<file path="config.mk">
export PLATFORM = sky130hd
export DESIGN_NAME = scr1_ahb_arb
export DESIGN_NICKNAME = d
export VERILOG_FILES = /design/src/rtl/scr1_ahb_arb.sv
export SDC_FILE = /design/constraint.sdc
export NUM_CORES = 1
export LEC_CHECK = 0
export BUFFER_PORTS_ARGS = -buffer_cell sky130_fd_sc_hd__buf_4
export CAP_MARGIN = 20
export CORE_MARGIN = 10
export CORE_UTILIZATION = 35
export CTS_CLUSTER_DIAMETER = 40
export DETAILED_ROUTE_END_ITERATION = 7
export PLACE_DENSITY = 0.65
export SETUP_SLACK_MARGIN = 0.3
export SYNTH_ARGS = -nofsm -noshare
export SYNTH_HDL_FRONTEND = slang
export SYNTH_SLANG_ARGS = --single-unit
export TNS_END_PERCENT = 5
</file>
<file path="constraint.sdc">
create_clock -name clk -period 4.37 [get_ports clk]
set_input_delay 0.2185 -clock clk [delete_from_list [all_inputs] [get_ports clk]]
set_output_delay 0.2185 -clock clk [all_outputs]
set_load 0.02 [all_outputs]
</file>
<file path="src/rtl/scr1_ahb_arb.sv">
// Two-master AHB-Lite arbiter: IMEM and DMEM bridges share one downstream port.
// Each master has an address-phase capture register so a NONSEQ issued while the
// downstream bus is busy is accepted and wait-stated instead of being lost.
module scr1_ahb_arb #(
  parameter int SCR1_ARB_RR    = 1,
  parameter int SCR1_AHB_WIDTH = 32
) (
  input  logic                      rst_n,
  input  logic                      clk,
  // IMEM master side
  input  logic [1:0]                imem_htrans,
  input  logic [3:0]                imem_hprot,
  input  logic [2:0]                imem_hburst,
  input  logic [2:0]                imem_hsize,
  input  logic                      imem_hmastlock,
  input  logic [SCR1_AHB_WIDTH-1:0] imem_haddr,
  output logic                      imem_hready,
  output logic [SCR1_AHB_WIDTH-1:0] imem_hrdata,
  output logic                      imem_hresp,
  // DMEM master side
  input  logic [1:0]                dmem_htrans,
  input  logic [3:0]                dmem_hprot,
  input  logic [2:0]                dmem_hburst,
  input  logic [2:0]                dmem_hsize,
  input  logic                      dmem_hmastlock,
  input  logic [SCR1_AHB_WIDTH-1:0] dmem_haddr,
  input  logic                      dmem_hwrite,
  input  logic [SCR1_AHB_WIDTH-1:0] dmem_hwdata,
  output logic                      dmem_hready,
  output logic [SCR1_AHB_WIDTH-1:0] dmem_hrdata,
  output logic                      dmem_hresp,
  // Downstream master port
  output logic [1:0]                htrans,
  output logic [3:0]                hprot,
  output logic [2:0]                hburst,
  output logic [2:0]                hsize,
  output logic                      hmastlock,
  output logic                      hwrite,
  output logic [SCR1_AHB_WIDTH-1:0] haddr,
  output logic [SCR1_AHB_WIDTH-1:0] hwdata,
  input  logic                      hready,
  input  logic [SCR1_AHB_WIDTH-1:0] hrdata,
  input  logic                      hresp
);

  localparam logic [1:0] HTRANS_IDLE   = 2'b00;
  localparam logic [1:0] HTRANS_NONSEQ = 2'b10;
  localparam logic       HRESP_OKAY    = 1'b0;

  typedef enum logic {ST_IDLE, ST_DATA} state_t;
  typedef enum logic {M_IMEM, M_DMEM} master_t;

  state_t  state, state_nxt;
  master_t owner, owner_nxt, last_grant, grant_nxt, win;

  logic                      pend_i, pend_d;
  logic [SCR1_AHB_WIDTH-1:0] cap_i_addr, cap_d_addr;
  logic [3:0]                cap_i_prot, cap_d_prot;
  logic [2:0]                cap_i_size, cap_d_size;
  logic                      cap_i_lock, cap_d_lock, cap_d_write;

  logic [SCR1_AHB_WIDTH-1:0] iss_addr, sel_addr;
  logic [3:0]                iss_prot, sel_prot;
  logic [2:0]                iss_size, sel_size;
  logic                      iss_lock, sel_lock, iss_write, sel_write;

  logic data_i, data_d, done_i, done_d, wait_i, wait_d, any_wait, issue, advance;

  // Requested burst type is dropped: every transfer goes out as SINGLE.
  logic unused_hburst;
  assign unused_hburst = ^{imem_hburst, dmem_hburst};

  // Ownership decode and upstream responses.
  always_comb begin
    data_i      = (state == ST_DATA) && (owner == M_IMEM);
    data_d      = (state == ST_DATA) && (owner == M_DMEM);
    done_i      = data_i & hready;
    done_d      = data_d & hready;
    wait_i      = pend_i & ~data_i;
    wait_d      = pend_d & ~data_d;
    any_wait    = wait_i | wait_d;
    imem_hready = ~pend_i | done_i;
    dmem_hready = ~pend_d | done_d;
    imem_hresp  = data_i ? hresp : HRESP_OKAY;
    dmem_hresp  = data_d ? hresp : HRESP_OKAY;
    imem_hrdata = hrdata;
    dmem_hrdata = hrdata;
  end

  // Arbitration: a tie goes to the master not granted last (round-robin) or to DMEM.
  always_comb begin
    if (wait_i && wait_d)
      win = (SCR1_ARB_RR != 0 && last_grant == M_DMEM) ? M_IMEM : M_DMEM;
    else
      win = wait_d ? M_DMEM : M_IMEM;
    sel_addr  = (win == M_DMEM) ? cap_d_addr  : cap_i_addr;
    sel_prot  = (win == M_DMEM) ? cap_d_prot  : cap_i_prot;
    sel_size  = (win == M_DMEM) ? cap_d_size  : cap_i_size;
    sel_lock  = (win == M_DMEM) ? cap_d_lock  : cap_i_lock;
    sel_write = (win == M_DMEM) ? cap_d_write : 1'b0;
  end

  // Downstream FSM next state and address-phase drive.
  always_comb begin
    state_nxt = state;
    owner_nxt = owner;
    grant_nxt = last_grant;
    issue     = 1'b0;
    case (state)
      ST_IDLE: begin
        // The NONSEQ is driven even while hready is low, but only taken once it rises.
        issue = any_wait;
        if (any_wait && hready) begin
          state_nxt = ST_DATA;
          owner_nxt = win;
          grant_nxt = win;
        end
      end
      ST_DATA: begin
        if (hready) begin
          if (hresp != HRESP_OKAY) begin
            state_nxt = ST_IDLE;
          end else if (any_wait) begin
            issue     = 1'b1;
            owner_nxt = win;
            grant_nxt = win;
          end else begin
            state_nxt = ST_IDLE;
          end
        end
      end
      default: state_nxt = ST_IDLE;
    endcase
    advance   = issue & hready;
    htrans    = issue ? HTRANS_NONSEQ : HTRANS_IDLE;
    haddr     = issue ? sel_addr  : iss_addr;
    hprot     = issue ? sel_prot  : iss_prot;
    hsize     = issue ? sel_size  : iss_size;
    hmastlock = issue ? sel_lock  : iss_lock;
    hwrite    = issue ? sel_write : iss_write;
    hburst    = 3'b000;
    hwdata    = data_d ? dmem_hwdata : '0;
  end

  // FSM state, owner, last grant and last-issued address phase.
  always_ff @(posedge clk or negedge rst_n) begin
    if (!rst_n) begin
      state      <= ST_IDLE;
      owner      <= M_IMEM;
      last_grant <= M_IMEM;
      iss_addr   <= '0;
      iss_prot   <= '0;
      iss_size   <= '0;
      iss_lock   <= 1'b0;
      iss_write  <= 1'b0;
    end else begin
      state      <= state_nxt;
      owner      <= owner_nxt;
      last_grant <= grant_nxt;
      if (advance) begin
        iss_addr  <= sel_addr;
        iss_prot  <= sel_prot;
        iss_size  <= sel_size;
        iss_lock  <= sel_lock;
        iss_write <= sel_write;
      end
    end
  end

  // IMEM capture stage; a new capture wins over completion of the previous one.
  always_ff @(posedge clk or negedge rst_n) begin
    if (!rst_n) begin
      pend_i     <= 1'b0;
      cap_i_addr <= '0;
      cap_i_prot <= '0;
      cap_i_size <= '0;
      cap_i_lock <= 1'b0;
    end else if (imem_htrans == HTRANS_NONSEQ && imem_hready) begin
      pend_i     <= 1'b1;
      cap_i_addr <= imem_haddr;
      cap_i_prot <= imem_hprot;
      cap_i_size <= imem_hsize;
      cap_i_lock <= imem_hmastlock;
    end else if (done_i) begin
      pend_i <= 1'b0;
    end
  end

  // DMEM capture stage; a new capture wins over completion of the previous one.
  always_ff @(posedge clk or negedge rst_n) begin
    if (!rst_n) begin
      pend_d      <= 1'b0;
      cap_d_addr  <= '0;
      cap_d_prot  <= '0;
      cap_d_size  <= '0;
      cap_d_lock  <= 1'b0;
      cap_d_write <= 1'b0;
    end else if (dmem_htrans == HTRANS_NONSEQ && dmem_hready) begin
      pend_d      <= 1'b1;
      cap_d_addr  <= dmem_haddr;
      cap_d_prot  <= dmem_hprot;
      cap_d_size  <= dmem_hsize;
      cap_d_lock  <= dmem_hmastlock;
      cap_d_write <= dmem_hwrite;
    end else if (done_d) begin
      pend_d <= 1'b0;
    end
  end

endmodule

</file>
==> impl_metrics.env <==
export IMPL_status="finished clean"
export IMPL_final_cells=948
export IMPL_htreeDepth=4
export IMPL_rsz0062_at_grt="no"
export IMPL_finalInstanceArea_mm2=0.008366
export IMPL_initial_core_util_pct=35.45
export IMPL_slew_limit_headroom_pct=30.23
export IMPL_switching_power_uw=2864
export IMPL_dp_cells=914
export IMPL_fillers=1782
export IMPL_cts_resized=0
export IMPL_cp_top_family="flip-flops"
export IMPL_synth_most_common_cell="dfrtp_1"
export IMPL_grt_antenna_before_repair=0
export IMPL_synthSimpleGateAreaFrac_pct=6.896
export IMPL_die_w_um=157.2
export IMPL_wire_per_inst_um=18.30
export IMPL_grt_overflow=0
export IMPL_worst_slew_pin_slew_ns=1.047
export IMPL_synth_flop_cell="dfrtp_1"
export IMPL_port_buffers=198
export IMPL_crit_type="flip-flop to output pin"
export IMPL_p_total_uw=7234
export IMPL_synth_distinct_cells=28
export IMPL_core_area_mm2=0.01858
export IMPL_cts_sinks=126
export IMPL_min_to="cap_i_addr[16]$_DFFE_PN0P_"
export IMPL_peakVddDrop_v=0.0004087
export IMPL_antenna_cells_inserted=0
export IMPL_cts_buffers=17
export IMPL_multi_input_area_mm2=0.002501
export IMPL_netlist_instances=573
export IMPL_slew_viol_final=0
export IMPL_drv_cap=0
export IMPL_drive_gt1_share_pct=45.38
export IMPL_seqPwrFrac_pct=29.1
export IMPL_area_delta_synth_final_pct=27.01
export IMPL_first_pass_iters=4
export IMPL_end_kind="output pin"
export IMPL_path_clk_slew_ns=0.06
export IMPL_synth_top_family_by_area="multiplexers"
export IMPL_place_congestion=0.7183
export IMPL_synth_area_top_cells="dfrtp_1 (48%), mux2_2 (13%), mux2i_1 (12%), buf_4 (8.4%), o21ai_0 (3.3%)"
export IMPL_synth_adder_area_share_pct=0
export IMPL_fin_skew_ns=0.008182
export IMPL_async_flop_share_pct=100.0
export IMPL_synth_enable_flop_cells=0
export IMPL_synth_compound_area_share_pct=3.989
export IMPL_netlist_area_mm2=0.006586
export IMPL_timing_rr_end="cap_d_addr[3]$_DFFE_PN0P_"
export IMPL_yosys_warnings=0
export IMPL_combPwrFrac_pct=50.0
export IMPL_cpPeakStageDelay_ns=1.03
export IMPL_cp_required_ns=4.15
export IMPL_ioPinCount=305
export IMPL_leakage_uw=0.004267
export IMPL_grt_max_degree=68
export IMPL_synthDominantCellAreaShare_pct=47.87
export IMPL_clkPwrFrac_pct=20.9
export IMPL_path_cells="o21ai_0 -> nand2_2 -> buf_12 -> mux2i_1 -> o21ai_0 -> buf_4"
export IMPL_synthMuxAreaShare_pct=26.50
export IMPL_min_delay_start="imem_haddr[16]"
export IMPL_seqCellArea_mm2=0.003153
export IMPL_grt_usage_pct=14.28
export IMPL_rows=50
export IMPL_synthTopCellsByCount="dfrtp_1 (126), mux2i_1 (81), buf_4 (74), mux2_2 (74), nand2_1 (44)"
export IMPL_drc=0
export IMPL_wl_um=17350
export IMPL_crit_fanout=39
export IMPL_grt_pass1_wl_um=27460
export IMPL_fin_tns_setup_ns=0
export IMPL_ys_seq_area_share_pct=47.87
export IMPL_placedInstanceArea_mm2=0.007712
export IMPL_die_h_um=157.2
export IMPL_finalSetupViolCount=0
export IMPL_vias=4385
export IMPL_hold_slack_ns=0.02476
export IMPL_hold_class="input port to flip-flop"
export IMPL_clock_latency_ns=0.41
export IMPL_nets=860
export IMPL_r2r_start="last_grant$_DFFE_PN0P_"
export IMPL_crit_top_cell="o21ai_0"
export IMPL_ys_seq_elements=126
export IMPL_r2r_slack_ns=1.52
export IMPL_grt_pass1_vias=4903
export IMPL_period_share_pct=80.25
export IMPL_synth_area_per_cell_um2=11.49
export IMPL_critPathLaunchType="flip-flop"
export IMPL_cts_root_buffer="clkbuf_16"
export IMPL_finalHoldViolations=0
export IMPL_cts_tree="done"
export IMPL_path_buf_inv=2
export IMPL_power_density_mw_per_mm2=864.7
export IMPL_clock_fmax_ghz=0.2852
export IMPL_synth_xor_area_share_pct=0
export IMPL_swShare_pct=39.59
export IMPL_cts_max_path_buffers=2
export IMPL_reg2reg_depth=4
export IMPL_drt_iter0_markers=139
export IMPL_intPower_uw=4370
export IMPL_ant_nets=0
export IMPL_crit_arrival_ns=3.29
export IMPL_drt_vias_per_instance=4.626
export IMPL_die_area_mm2=0.02471
export IMPL_detailed_place_hpwl_um=12580
export IMPL_crit_slowest_cell="dfrtp_1"
export IMPL_hold_path_depth=2
export IMPL_period_needed_ns=3.507
export IMPL_yosys_area_top_type="dfrtp_1"
## per-layer routing
layer / routed length [um] / track usage [%]
met1: 6985 / 15.92
met2: 8425 / 23.18
met3: 1277 / 5.404
met4: 658 / 7.747
met5: 0 / 0
## state kept, by name, summed over array words and instances (netlist names)
register and flops:
cap_d_addr 32, cap_i_addr 32, iss_addr 32, cap_d_prot 4, cap_i_prot 4, iss_prot 4
cap_d_size 3, cap_i_size 3, iss_size 3, cap_d_lock 1, cap_d_write 1, cap_i_lock 1
iss_lock 1, iss_write 1, last_grant 1, pend_d 1, pend_i 1, state 1
## worst max path at each step
stage | slack [ns] | startpoint | depth (start not counted) | to
global route | 0.51 | last_grant$_DFFE_PN0P_ | 6 | hmastlock
finish | 0.86 | last_grant$_DFFE_PN0P_ | 6 | hmastlock
floorplan | 2.58 | pend_i$_DFFE_PN0P_ | 5 | haddr[0]
CTS | 0.81 | last_grant$_DFFE_PN0P_ | 6 | hmastlock
detailed placement | 1.29 | last_grant$_DFFE_PN0P_ | 6 | hmastlock
global placement | 1.31 | last_grant$_DFFE_PN0P_ | 6 | haddr[12]
## metrics by stage
stage,setup slack (ns),utilization (%)
global route,0.5078,45.02
finish,0.8633,45.02
floorplan,2.582,-
global placement,1.306,41.51
CTS,0.8088,45.02
detailed placement,1.295,41.51
## power by group through the flow
stage	combinational, uW	sequential (uW)	clock, uW
6_report	3620	2110	1510
2_1_floorplan	2630	2000	0
3_3_place_gp	3640	2110	0
5_1_grt	3970	2200	1610
3_5_place_dp	3690	2130	0
4_1_cts	3700	2110	1560
## layout make-up
| class | instances | area share [%] |
|---|---|---|
| Inverter | 43 | 1.929 |
| Tap cell | 234 | 3.500 |
| Clock buffer | 17 | 5.085 |
| Timing Repair Buffer | 209 | 19.41 |
| Sequential cell | 126 | 37.69 |
| Clock inverter | 15 | 2.483 |
| Multi-Input combinational cell | 304 | 29.90 |
## logic make-up (layout without fill, tap and decap cells)
kind of cell	after synthesis	count (layout)
muxes	164	164
buffers and inverters	146	284
DFF	126	126
and+or+nand+nor	88	88
AOI/OAI and AO/OA	48	48
other	1	4
## cell usage in the layout (no fill, tap or decap)
cell / count
clkinvlp_4: 4
nand2_1: 44
clkbuf_16: 17
nand3_2: 1
mux2i_1: 81
o21ai_2: 1
and3_2: 4
conb_1: 4
dlygate4sd3_1: 2
o21bai_1: 1
nand4bb_1: 1
bufinv_16: 4
nand2_2: 1
clkinv_2: 1
clkinv_4: 2
o21ai_0: 43
inv_1: 42
and3_1: 33
inv_6: 4
mux2_2: 74
mux2_1: 9
inv_2: 1
nand2b_1: 2
a21oi_4: 2
a31oi_4: 1
nand3_1: 1
dfrtp_1: 126
buf_4: 203
nand4b_1: 1
buf_12: 4
## what timing repair did
action | in CTS | in global routing
setup buffers | 0 | 0
hold buffers | 2 | 0
endpoints found under the hold margin | 60 | 0
Power figures use the tool's default switching activity.
